--- config.mk ---
export PLATFORM = sky130hd
export DESIGN_NAME = wb_port_arbiter
export DESIGN_NICKNAME = d
export VERILOG_FILES = /design/src/rtl/wb_port_arbiter.sv
export SDC_FILE = /design/constraint.sdc
export NUM_CORES = 1
export LEC_CHECK = 0
export CAP_MARGIN = 20
export CORE_MARGIN = 2
export CORE_UTILIZATION = 48
export CTS_CLUSTER_SIZE = 24
export DETAILED_ROUTE_END_ITERATION = 8
export HOLD_SLACK_MARGIN = 0.06
export PLACE_DENSITY = 0.82
export SYNTH_ARGS = -nofsm -noshare
export SYNTH_HDL_FRONTEND = slang
export SYNTH_SLANG_ARGS = --single-unit
--- constraint.sdc ---
create_clock -name clk -period 6.6 [get_ports clk]
set_input_delay 1.98 -clock clk [delete_from_list [all_inputs] [get_ports clk]]
set_output_delay 1.98 -clock clk [all_outputs]
set_load 0.005 [all_outputs]
--- src/rtl/wb_port_arbiter.sv ---
// wb_port_arbiter
//   Owns the single write port of the general register file. It merges the
//   in-order pipeline writeback stream with results from a long-latency unit
//   (mul/div). Those results are buffered in a small circular FIFO. The
//   pipeline always has priority. The FIFO head is popped only in cycles
//   where the pipeline has no real write. A write to $0 does not count as a
//   real write.
//
//   Optional feature: define WB_FWD_EN to build the output-stage forwarding
//   lookup (q_fwd_valid/q_fwd_data). Without it those ports are tied to 0.
//
// Ports
//   clk, reset                       clock, synchronous active-high reset
//   pipe_we/addr/wd/pc4              pipeline writeback (no backpressure)
//   aux_valid/ready/addr/wd/pc4      aux result handshake into the FIFO
//   grf_we/a3/wd/pc4                 registered register-file write port
//   q_addr, q_hit                    hazard lookup over pending FIFO entries
//   stall_req                        FIFO head starving, bubble the pipe
//   q_fwd_valid, q_fwd_data          output-stage forward lookup
module wb_port_arbiter #(
    parameter int DEPTH        = 2,
    parameter int STARVE_LIMIT = 4
) (
    input  logic        clk,
    input  logic        reset,
    input  logic        pipe_we,
    input  logic [4:0]  pipe_addr,
    input  logic [31:0] pipe_wd,
    input  logic [31:0] pipe_pc4,
    input  logic        aux_valid,
    output logic        aux_ready,
    input  logic [4:0]  aux_addr,
    input  logic [31:0] aux_wd,
    input  logic [31:0] aux_pc4,
    output logic        grf_we,
    output logic [4:0]  grf_a3,
    output logic [31:0] grf_wd,
    output logic [31:0] grf_pc4,
    input  logic [4:0]  q_addr,
    output logic        q_hit,
    output logic        stall_req,
    output logic        q_fwd_valid,
    output logic [31:0] q_fwd_data
);
    localparam int PW = (DEPTH > 1) ? $clog2(DEPTH) : 1;
    localparam logic [PW:0] FULL_CNT  = (PW+1)'(DEPTH);
    localparam logic [3:0]  STARVE_C  = 4'(STARVE_LIMIT);

    typedef struct packed {
        logic [4:0]  addr;
        logic [31:0] wd;
        logic [31:0] pc4;
    } wb_req_t;

    wb_req_t [DEPTH-1:0] fifo_mem;
    logic    [DEPTH-1:0] slot_vld;   // per-slot occupancy, feeds q_hit
    logic    [PW-1:0]    rd_ptr, wr_ptr;
    logic    [PW:0]      count;
    logic    [3:0]       age;

    logic pipe_sel, fifo_empty, push, pop;

    assign pipe_sel   = pipe_we && (pipe_addr != 5'd0);
    assign fifo_empty = (count == '0);
    // Readiness depends only on the current count. A pop at this edge does
    // not free a slot for a push at the same edge.
    assign aux_ready  = (count < FULL_CNT) && !reset;
    // A zero-address result is handshaken but dropped; it never occupies a slot.
    assign push       = aux_valid && aux_ready && (aux_addr != 5'd0);
    assign pop        = !pipe_sel && !fifo_empty;

    // FIFO storage needs no reset; slot_vld and count qualify it.
    always_ff @(posedge clk) begin
        if (push)
            fifo_mem[wr_ptr] <= '{addr: aux_addr, wd: aux_wd, pc4: aux_pc4};
    end

    always_ff @(posedge clk) begin
        if (reset) begin
            rd_ptr   <= '0;
            wr_ptr   <= '0;
            count    <= '0;
            slot_vld <= '0;
        end else begin
            if (pop) begin
                rd_ptr           <= rd_ptr + PW'(1);
                slot_vld[rd_ptr] <= 1'b0;
            end
            if (push) begin
                wr_ptr           <= wr_ptr + PW'(1);
                slot_vld[wr_ptr] <= 1'b1;
            end
            case ({push, pop})
                2'b10:   count <= count + 1'b1;
                2'b01:   count <= count - 1'b1;
                default: count <= count;
            endcase
        end
    end

    // Head age: counts cycles the oldest entry has waited without a pop.
    always_ff @(posedge clk) begin
        if (reset || pop || fifo_empty)
            age <= '0;
        else if (age != 4'hF)
            age <= age + 1'b1;
    end

    assign stall_req = (age >= STARVE_C);

    // Output stage. When nothing is selected the address and data hold.
    always_ff @(posedge clk) begin
        if (reset) begin
            grf_we  <= 1'b0;
            grf_a3  <= '0;
            grf_wd  <= '0;
            grf_pc4 <= '0;
        end else if (pipe_sel) begin
            grf_we  <= 1'b1;
            grf_a3  <= pipe_addr;
            grf_wd  <= pipe_wd;
            grf_pc4 <= pipe_pc4;
        end else if (pop) begin
            grf_we  <= 1'b1;
            grf_a3  <= fifo_mem[rd_ptr].addr;
            grf_wd  <= fifo_mem[rd_ptr].wd;
            grf_pc4 <= fifo_mem[rd_ptr].pc4;
        end else begin
            grf_we  <= 1'b0;
        end
    end

    // Pending-write lookup over occupied slots only. The output stage and
    // the in-flight aux input are excluded.
    always_comb begin
        q_hit = 1'b0;
        for (int i = 0; i < DEPTH; i++)
            if (slot_vld[i] && (fifo_mem[i].addr == q_addr) && (q_addr != 5'd0))
                q_hit = 1'b1;
    end

`ifdef WB_FWD_EN
    // The output stage holds a write the register file commits at the next
    // edge. This lookup lets decode bypass it.
    assign q_fwd_valid = grf_we && (grf_a3 == q_addr) && (q_addr != 5'd0);
    assign q_fwd_data  = grf_wd;
`else
    assign q_fwd_valid = 1'b0;
    assign q_fwd_data  = '0;
`endif

endmodule

# Yosys cells after proc, flatten, opt, wreduce, memory -nomap -nowiden
# Index checks and enable logic that the tools add are counted.
[word_totals]
out_inout_bits = 106
inputBits = 147
reg_bits = 218
elab_cells = 79
[classes]
n_mux = 23
bitwise = 3
add_sub_neg = 5
n_reduce_logical = 22
order_cmp = 6
n_eq_ne = 5
[ops]
columns = ["operator", "count"]
rows = [
  ["two-way mux 69 bit", 3],
  ["bitwise mux 138 bit", 1],
  ["two-way mux 32 bit", 4],
  ["demux 69 bit (select 1 bit)", 1],
  ["nonzero test 5 bit", 3],
  ["logical AND 1 bit", 11],
  ["== test 5 bit", 2],
  ["two-way mux 5 bit", 2],
  ["two-way mux 1 bit", 6],
  ["two-way mux 2 bit", 3],
  ["adder 4 x 1 -> 4 bit (second input constant)", 1],
  ["greater-or-equal comparator 4 x 3 -> 1 bit (second input constant)", 1],
  ["less-than comparator 1 x 2 -> 1 bit (second input constant)", 2],
  ["!= test 4 bit (second input constant)", 1],
  ["one-hot mux 2 bit (2 select lines)", 1],
  ["nonzero test 2 bit", 2],
  ["zero test 1 bit", 3],
  ["adder 1 bit (second input constant)", 2],
  ["adder 2 x 1 -> 2 bit (second input constant)", 1],
  ["bitwise AND 2 bit", 1],
  ["demux 1 bit (select 1 bit)", 2],
  ["== test 2 x 1 -> 1 bit (second input constant)", 1],
  ["== test 2 bit (second input constant)", 1],
  ["greater-or-equal comparator 1 bit (second input constant)", 2],
  ["other kinds (6)", 7],
]

# Longest topological paths before layout
[depth]
ltp_word = 10
ltp_mapped = 7

# Worst setup path before layout
# OpenSTA, ideal clock, no wires.
[synth_path]
kind = "in2reg"
startpoint = "input port reset"
endpoint = "register fifo_mem[0] (netlist name), enable pin"
n_path_buf = 0
arrival_time_ns = 5.235
setup_ns = 0.497
path_slack_ns = 0.868
cell_stages = 3
t_required_ns = 6.103
cell_sequence = "nor2_1 -> o211ai_1 -> nor2_1"
[synth_between]
elab_chain_len = 4
[synth_rtl]
columns = ["item", "line", "text"]
rows = [
  ["from (decl)", "25", "input logic reset,"],
  ["zero test 1 bit", "67", "assign aux_ready = (count < FULL_CNT) && !reset;"],
  ["logical AND 1 bit", "67", ""],
  ["logical AND 1 bit (2 in a row)", "69", "assign push = aux_valid && aux_ready && (aux_addr != 5'd0);"],
  ["to (signal, indexed assignment)", "75", "fifo_mem[wr_ptr] <= '{addr: aux_addr, wd: aux_wd, pc4: aux_pc4};"],
  ["to (decl)", "55", "wb_req_t [DEPTH-1:0] fifo_mem;"],
]
# Every way passes these cells.
# A chain may end at the register's enable or synchronous reset.

# Final worst setup path
[layout_path]
startpoint = "input port q_addr[4]"
endpoint = "output port q_hit"
[layout_between]
elab_chain_len = 5
elab_cells_between_ends = 9
[layout_rtl]
columns = ["item", "line", "text"]
rows = [
  ["from (decl)", "39", "input logic [4:0] q_addr,"],
  ["== test 5 bit", "138", "if (slot_vld[i] && (fifo_mem[i].addr == q_addr) && (q_addr != 5'd0))"],
  ["logical AND 1 bit (2 in a row)", "138", ""],
  ["two-way mux 1 bit", "138", ""],
  ["two-way mux 1 bit *", "138", ""],
  ["to (decl)", "40", "output logic q_hit,"],
]
# Every way passes the cells marked *; elsewhere a longest branch is shown, timed or not.

==> results.cfg <==
[critical_path]
crit_type = input pin to primary output
cp.required_ps = 4620
r2r_cells = 3
critPathCaptureType = primary output
r2r_end = grf_a3[2]
r2r_slack_ps = 3980
crit_path_max_fanout = 3
critPathLaunchType = input pin
timing.rr.start = count[0]
arrival_ps = 3740

[final_layout]
design_area_sq_um = 11960
areaGrowthSynthToFinish_pct = 34.16
register_area_sq_um = 5747
diodes = 0
multi_input_area_sq_um = 2799
fillers = 1277
drive_above_1_share_pct = 6.889
nNetsFinal = 1059
layout.cells.non_filler = 1158

[route]
drc = 0
viasPerCell = 5.636
drt_iter0_markers = 387
firstDrtPassIters = 5
routed_wl_mm = 22.42
ant_nets = 0
drt-wirelength-per-cell_microns = 19.36
num_vias = 6526

[clocking]
insertion_delay_ps = 520
cts-root-buf = clkbuf_16
cts.sinks = 218
ctsLongestPathBuffers = 3
hold_buffers = 0
cts_made_buffers = 24
path_clk_slew_ps = 60
postCtsSetupRepairBufs = 0
cts_resized = 0
cts.htree.levels = 1
cts_tree = yes

[die]
die_area_sq_um = 19670
core_sq_um = 18090
die_h_microns = 140.3
start_util_pct = 49.27
row_count = 49
pin_count = 253
die_w_microns = 140.3

[place]
portBuffers = 219
globalplace.congestion = 0.8811
place_area_sq_um = 11090
dpl.hpwl_mm = 13.36
place_inst = 1113

[grt]
grt_use_total_pct = 22.14
first_global_vias = 6554
grt.overflow.total = 0
grt_pass1_wl_mm = 34.80
grt_start_max_net_pins = 75
antenna_found_initial = 0

[synth]
ys_ff_latch = 218
synth_compound_area_share_pct = 11.71
synth_area_sq_um = 8911
yosysTopAreaCell = edfxtp_1
netlist.area_leader.share_pct = 46.50
muxShareOfSynthArea_pct = 0.5757
ys_types = 46
postSynthAreaPerCell_sq_um = 12.48
synth-edff-count = 138
synth-simple-area-share_pct = 16.03
ys_async_sr_fraction_pct = 0
postSynthCellCount = 714
synth_xor_area_share_pct = 1.179
synth-adder-area-share_pct = 0.1404
synth-main-ff-cell = edfxtp_1
yosysWarnings = 0
netlist_top_cells_area = edfxtp_1, dfxtp_1, a32o_1, nand2b_1, nand2_1
synth_top_family_by_area = simple AND/OR/NAND/NOR gates
synth-seq-area-share_pct = 64.48

[power]
p_seq_share_pct = 46.3
pwr-share-clk_pct = 41.7
p_leak_nw = 4.125
netSwitchingPower_w = 0.0007595
vdd_ir_drop_max_mv = 0.3602
comb_power_share_pct = 12.0
switching_share_pct = 22.49
finalPower_w = 0.003377
cellPowerDensity_nw_per_um2 = 282.5
power.internal_w = 0.002618

[sta]
fin_crit_sh_pct = 86.61
hold_viol = 0
final_max_slew_viol_count = 0
slew-limit-headroom_pct = 29.01
setup_viol = 0
min_period_ps = 5716
rsz0062_at_grt = no
max_freq_ghz = 0.1749
worst_pin_slew_ps = 1065
whs_ps = 450.9
finalSetupTns_ps = 0
clock-skew-final_ps = 20.07

[job]
cap_violations = 0

[worst_hold_path]
whs_endpoint = grf_pc4[27]
holdPathStages = 1
hp-start = fifo_mem[96]
hp-class = flop to flop

[status]
status = completed
==> cells by family (layout without fill, tap and decap cells) <==
family | after synthesis | count (layout)
and+or+nand+nor | 268 | 268
DFF | 218 | 218
AOI/OAI and AO/OA | 118 | 118
buffers and inverters | 91 | 274
xor gates and xnor gates | 12 | 12
muxes | 5 | 5
adders and majority gates | 1 | 1
other | 1 | 33
==> synthesized netlist by cell type (8+ instances only) <==
master    count
dfxtp_1      80
nand3b_1     35
nand2b_1     63
buf_2        14
clkbuf_1     36
edfxtp_1    138
nand3_1      41
o211ai_1     33
buf_4        35
nand2_1     101
a32o_1       63
xor2_1        8
==> worst max path at each step <==
stage,start,depth (start not counted),slack [ps],to
final,q_addr[4],6,880,q_hit
after global routing,q_addr[2],6,800,q_hit
after CTS,q_addr[2],6,900,q_hit
after detailed placement,q_addr[2],6,910,q_hit
after global placement,q_addr[2],6,940,q_hit
after floorplan,reset,3,870,fifo_mem[0]
==> placed cells by master, fill, tap and decap left out, types with 3 or more instances in the layout <==
| master | Yosys | final |
|---|---|---|
| nor4_1 | 6 | 6 |
| edfxtp_1 | 138 | 138 |
| conb_1 | 1 | 33 |
| xor2_1 | 8 | 8 |
| a21oi_1 | 4 | 4 |
| nand3b_1 | 35 | 35 |
| bufinv_16 | 0 | 5 |
| nor2_1 | 6 | 4 |
| nand2_1 | 101 | 101 |
| xnor2_1 | 4 | 4 |
| clkdlybuf4s50_1 | 0 | 219 |
| clkbuf_16 | 0 | 24 |
| o21ai_0 | 3 | 3 |
| o211ai_1 | 33 | 33 |
| dfxtp_1 | 80 | 79 |
| nand3_1 | 41 | 41 |
| buf_4 | 35 | 8 |
| a32o_1 | 63 | 63 |
| mux2i_1 | 4 | 4 |
| clkinv_1 | 1 | 3 |
| nand2b_1 | 63 | 63 |
| clkinv_2 | 0 | 6 |
==> per-layer routing <==
metal  vias up  wire length (microns)  global-route usage, %  share of wire, %
met3        40                   1851                  4.855               8.3
met5         -                      0                      0                 0
met1      3182                   8703                  27.29                39
met4         0                    498                  6.114               2.2
li1       2988                      -                      -                 -
met2       316                  11370                  39.40                51
==> flip-flops by register name (all words and copies together), names as in the netlist <==
signal,count
wr_ptr,1
grf_wd,32
count,2
age,4
slot_vld,2
grf_a3,5
rd_ptr,1
grf_we,1
fifo_mem,138
grf_pc4,32
==> power by group through the flow <==
stage               clock network (W)  logic (W)  registers, W
finish                        0.00141   0.000405       0.00157
global placement                    0   0.000394       0.00159
CTS                           0.00143   0.000405       0.00156
floorplan                           0   0.000196       0.00159
detailed placement                  0   0.000402       0.00159
global route                  0.00148   0.000438       0.00157
==> worst max-delay path: stages <==
cell             delay (ps)
clkdlybuf4s50_1         470
xor2_1                  190
nor4_1                  310
nand3_1                 110
a21oi_1                 160
clkdlybuf4s50_1         520
==> stage by stage <==
stage,setup slack [ps],utilization (%)
after floorplan,868.3,-
after global placement,939.7,61.33
after detailed placement,911.6,61.33
after CTS,904.4,65.99
after global routing,802.9,66.10
final,883.7,66.10
==> cell type report <==
class	count	share of cell area, %
clock buffers	26	5.086
clock inverters	18	1.968
inverters	2	0.06279
multi-input cells	437	23.41
flip-flops and latches	218	48.07
well taps	229	2.397
repair buffers	228	19.01
Note: power is estimated with default switching activity, not from simulation.
